$ cat config.mk
export PLATFORM = sky130hd
export DESIGN_NAME = hamming_enc_engine
export DESIGN_NICKNAME = d
export VERILOG_FILES = /design/src/rtl/hamming_pkg.sv /design/src/rtl/hamming_enc11.sv /design/src/rtl/hamming_enc_engine.sv
export SDC_FILE = /design/constraint.sdc
export NUM_CORES = 1
export LEC_CHECK = 0
export CORE_MARGIN = 2
export CORE_UTILIZATION = 48
export DETAILED_ROUTE_END_ITERATION = 10
export GPL_TIMING_DRIVEN = 0
export PLACE_DENSITY = 0.74
export REMOVE_ABC_BUFFERS = 1
export SLEW_MARGIN = 30
export SYNTH_ARGS = -nofsm -noshare
export SYNTH_HDL_FRONTEND = slang
export SYNTH_SLANG_ARGS = --single-unit
$ cat constraint.sdc
create_clock -name clk -period 2.25 [get_ports clk]
set_input_delay 0.45 -clock clk [delete_from_list [all_inputs] [get_ports clk]]
set_output_delay 0.45 -clock clk [all_outputs]
set_load 0.02 [all_outputs]
$ cat src/rtl/hamming_pkg.sv
// Shared types, FSM encoding and parity bit positions for the 11-bit
// Hamming (15,11) + overall-parity encoder.
package hamming_pkg;

  typedef logic [11:1] msg_t;
  typedef logic [15:0] codeword_t;

  localparam int P0_POS = 0;
  localparam int P1_POS = 1;
  localparam int P2_POS = 2;
  localparam int P4_POS = 4;
  localparam int P8_POS = 8;

  typedef enum logic [2:0] {
    IDLE,
    RD_LO,
    RD_HI,
    CAP_HI,
    WR_LO,
    WR_HI,
    DONE
  } state_t;

endpackage

$ cat src/rtl/hamming_enc11.sv
// Combinational SECDED encoder: 11 data bits to a 16-bit codeword with
// Hamming parity at power-of-two positions and overall even parity at bit 0.
module hamming_enc11
  import hamming_pkg::*;
(
  input  msg_t      msg,
  output codeword_t cw
);

  logic p8, p4, p2, p1, p0;

  always_comb begin
    p8 = ^msg[11:5];
    p4 = ^{msg[11:8], msg[4:2]};
    p2 = ^{msg[11], msg[10], msg[7], msg[6], msg[4], msg[3], msg[1]};
    p1 = ^{msg[11], msg[9], msg[7], msg[5], msg[4], msg[2], msg[1]};
    p0 = ^{msg, p8, p4, p2, p1};

    cw         = '0;
    cw[15:9]   = msg[11:5];
    cw[P8_POS] = p8;
    cw[7:5]    = msg[4:2];
    cw[P4_POS] = p4;
    cw[3]      = msg[1];
    cw[P2_POS] = p2;
    cw[P1_POS] = p1;
    cw[P0_POS] = p0;
  end

endmodule

$ cat src/rtl/hamming_enc_engine.sv
// Memory-to-memory Hamming encoder: reads NUM_MSGS two-byte messages from
// SRC_BASE, writes two-byte codewords to DST_BASE, five cycles per message.
module hamming_enc_engine
  import hamming_pkg::*;
#(
  parameter int NUM_MSGS = 15,
  parameter int SRC_BASE = 0,
  parameter int DST_BASE = 30,
  parameter int ADDR_W   = 8
) (
  input  logic              clk,
  input  logic              reset,
  input  logic              start,
  output logic              done,
  output logic [ADDR_W-1:0] mem_addr,
  output logic              mem_rd_en,
  input  logic [7:0]        mem_rdata,
  output logic              mem_wr_en,
  output logic [7:0]        mem_wdata
);

  localparam int IDX_W = (NUM_MSGS > 1) ? $clog2(NUM_MSGS) : 1;
  localparam logic [IDX_W-1:0] LAST_IDX = IDX_W'(NUM_MSGS - 1);

  // Assertion is immediate; release is delayed two edges so the FSM never
  // sees a deassertion that races the clock.
  logic [1:0] rst_sync;
  logic       rst_n;

  always_ff @(posedge clk or negedge reset) begin
    if (!reset) rst_sync <= 2'b00;
    else        rst_sync <= {rst_sync[0], 1'b1};
  end

  assign rst_n = rst_sync[1];

  state_t           state, state_nx;
  logic [IDX_W-1:0] idx, idx_nx;

  always_ff @(posedge clk or negedge rst_n) begin
    if (!rst_n) begin
      state <= IDLE;
      idx   <= '0;
    end else begin
      state <= state_nx;
      idx   <= idx_nx;
    end
  end

  // Stage p0: message bytes captured one cycle after each read request.
  logic [7:0] lo_byte_p0;
  logic [2:0] hi_bits_p0;

  always_ff @(posedge clk) begin
    if (state == RD_HI)  lo_byte_p0 <= mem_rdata;
    if (state == CAP_HI) hi_bits_p0 <= mem_rdata[2:0];
  end

  msg_t      msg;
  codeword_t cw;

  assign msg = {hi_bits_p0, lo_byte_p0};

  hamming_enc11 u_enc (
    .msg (msg),
    .cw  (cw)
  );

  logic [ADDR_W-1:0] pair_off, src_addr, dst_addr;

  assign pair_off = ADDR_W'(idx) << 1;
  assign src_addr = ADDR_W'(SRC_BASE) + pair_off;
  assign dst_addr = ADDR_W'(DST_BASE) + pair_off;

  always_comb begin
    state_nx  = state;
    idx_nx    = idx;
    mem_rd_en = 1'b0;
    mem_wr_en = 1'b0;
    mem_addr  = '0;
    mem_wdata = '0;
    unique case (state)
      IDLE, DONE: begin
        if (start) begin
          state_nx = RD_LO;
          idx_nx   = '0;
        end
      end
      RD_LO: begin
        mem_rd_en = 1'b1;
        mem_addr  = src_addr;
        state_nx  = RD_HI;
      end
      RD_HI: begin
        mem_rd_en = 1'b1;
        mem_addr  = src_addr + ADDR_W'(1);
        state_nx  = CAP_HI;
      end
      CAP_HI: begin
        state_nx = WR_LO;
      end
      WR_LO: begin
        mem_wr_en = 1'b1;
        mem_addr  = dst_addr;
        mem_wdata = cw[7:0];
        state_nx  = WR_HI;
      end
      WR_HI: begin
        mem_wr_en = 1'b1;
        mem_addr  = dst_addr + ADDR_W'(1);
        mem_wdata = cw[15:8];
        if (idx == LAST_IDX) begin
          state_nx = DONE;
        end else begin
          state_nx = RD_LO;
          idx_nx   = idx + IDX_W'(1);
        end
      end
      default: state_nx = IDLE;
    endcase
  end

  assign done = (state == DONE);

endmodule

==> impl_metrics.toml <==
[power]
p_leak_nw = 0.831
p_per_area_mw_per_mm2 = 1360
max-vdd-ir-drop_v = 0.000770
switchingPower_mw = 0.984
pwr-share-comb = 0.630
intPower_mw = 1.31
power_frac_seq = 0.291
p_sw_frac = 0.429
clkPwrFrac = 0.078

[global_route]
grt_pass1_wl_mm = 3.77
gr-max-usage-layer = "met1"
overflow = 0
first_global_vias = 778
use_met1 = 0.275
grt_use_total = 0.187
grt.met3_usage = 0.0333
antenna_found_initial = 0
grt_max_degree = 20
grtUsageMet2 = 0.275

[min_path]
hp-class = "flip-flop to asynchronous set/reset pin"

[clocking]
cts_htree_levels = 1
clk_latency_ps = 310
cts_tree = "built"
cts_inserted_buffers = 3
cts_buffer_depth = 2
root_buffer = "clkbuf_4"
clock_sinks = 20
clk_pin_slew_ps = 100

[placed_design]
hpwl_mm = 1.74
placed_area_mm2 = 0.00149
placed_cells = 172
place_congestion = 0.764
place_ws_ps = -523
port_buffers = 27

[synthesis]
yosys_warnings = 0
syn_area_mm2 = 0.00121
synth-edff-count = 11
ys_seq_elements = 20
ys_seq_area_frac = 0.459
syn_inst = 121
syn_avg_cell_area_um2 = 10.0
ys.flop_type = "edfxtp_1"
async_reset_ff_frac = 0.450
synth.distinct_cells = 34

[worst_setup_path]
crit_path_cell_trace = "xor3_1 > xnor3_2 > xnor2_1 > a21boi_1 > mux2i_1 > buf_4"
slowest_stage = "edfxtp_1"
crit_fanout = 2
critical-path-top-delay-family = "XOR/XNOR gates"
critPathMaxStageDelay_ps = 430
cp_num_buf_inv = 1
setup.worst_path.class = "flip-flop to primary output"
cp.arrival_ps = 2160
startpoint = "lo_byte_p0[4]"
endpoint_kind = "primary output"
path_depth = 6
r2r.worst_path.cells = 7
startpoint_type = "flip-flop"
r2r_start = "idx[0]"
required_ps = 1800

[final_layout]
synthToLayoutAreaGrowth_pct = 39.7
layout_common_cells = "buf_4 (16), nor2_1 (13), edfxtp_1 (11)"
final_cells = 189
drive_gt1_frac = 0.252
diodes = 0
final_cell_area_mm2 = 0.00169
final_common_cell = "buf_4"
nets = 174

[run_status]
status = "finished, violations left"
violations = "setup timing"

[detailed_routing]
dr.pass1.iters = 4
drc = 0
viasPerCell = 5.32
wire_per_inst_um = 14.3
wl_mm = 2.71
drt_iter0_markers = 28
vias = 1006
drtAntennaViolNets = 0

[sta]
clock.fmax_mhz = 384
rsz0062_at_grt = "true"
fin_crit_ps = 2610
max-slew-margin-rel = 0.520
period_share = 1.16
timing.hold.ws_ps = 122
setup_viol = 4
hold_violations = 0
tightest_slew_ps = 718
slew_viol_final = 0
fin_ws_ps = -355
final.setup_skew_ps = 1.51

[floorplanning]
pin_count = 30
dieHeight_um = 54.2
dieArea_mm2 = 0.00294
core_area_mm2 = 0.00243
start_util = 0.497
die_w_um = 54.2
fp-row-count = 18

[job]
drv_cap = 0
-- logic make-up after synthesis --
logic type | Yosys count | share of synthesized area
compound gates | 23 | 0.105
xor+xnor | 16 | 0.147
fa+ha+maj | 3 | 0.0310
buf+inv | 11 | 0.0403
flops | 20 | 0.459
mux | 6 | 0.0507
other cells | 2 | 0.00621
simple gates | 40 | 0.160
-- registers in the layout (all words and copies together) (netlist names) --
register and cells:
rst_sync 2, hi_bits_p0 3, state 3, lo_byte_p0 8
idx 4
-- per-layer routing --
metal / vias to the layer above / part of all wire
met1: 482 / 0.43
met2: 28 / 0.51
met5: - / 0
met3: 5 / 0.044
met4: 0 / 0.015
li1: 491 / -
-- per-stage QoR --
stage	total power [mW]	util	TNS (ps)
2_1_floorplan	1.48	-	-33.2
3_3_place_gp	1.85	0.612	-1950
3_5_place_dp	1.88	0.612	-2310
4_1_cts	2.12	0.651	-1420
5_1_grt	2.45	0.695	-1460
6_report	2.30	0.695	-991
-- repair_timing --
item                                    CTS  global route
hold buffers                              0             0
setup buffers                             5             8
pin swaps                                 6             5
gates resized for setup                  37            21
endpoints found under the setup margin   17            13
-- worst reg2reg max path, cell delays in order (launching register included) --
cell and delay [ps]:
dfrtp_2 470, inv_1 100, ha_1 150, and3_1 250
nor2_1 110, nor3_1 390, o21ai_1 150, o31ai_1 100
-- synthesized netlist by cell type, types with 3 or more instances --
cell type	instances	area share
a21oi_1	4	0.017
clkbuf_1	5	0.016
dfrtp_1	9	0.19
edfxtp_1	11	0.27
ha_1	3	0.031
inv_1	3	0.0093
mux2i_1	5	0.041
nand2_1	9	0.028
nand2b_1	4	0.021
nor2_1	14	0.043
o21ai_0	10	0.041
o21ai_1	4	0.017
xnor2_1	10	0.072
xor2_1	3	0.022
-- final cells by class --
type / count / area [um2]
Multi-Input combinational cell: 91 / 683
Timing Repair Buffer: 40 / 364
Inverter: 4 / 15.0
Tap cell: 30 / 37.5
Clock buffer: 4 / 26.3
Sequential cell: 20 / 564
Fill cell: 185 / 742
-- final timing paths --
path	to	slack, ps
worst min register to register	idx[0]	120
max in group asynchronous	rst_sync[1]	1850
worst max-delay path	mem_wdata[0]	-360
min in group clk	rst_sync[1]	360
worst max register to register	idx[3]	440
worst min-delay path	idx[0]	120
-- power groups by stage --
stage / combinational [mW] / clock (mW) / sequential [mW]
2_1_floorplan: 0.850 / 0 / 0.626
3_3_place_gp: 1.19 / 0 / 0.658
3_5_place_dp: 1.21 / 0 / 0.665
4_1_cts: 1.27 / 0.180 / 0.672
5_1_grt: 1.56 / 0.202 / 0.690
6_report: 1.45 / 0.180 / 0.668
Note: power is estimated with default switching activity, not from simulation.
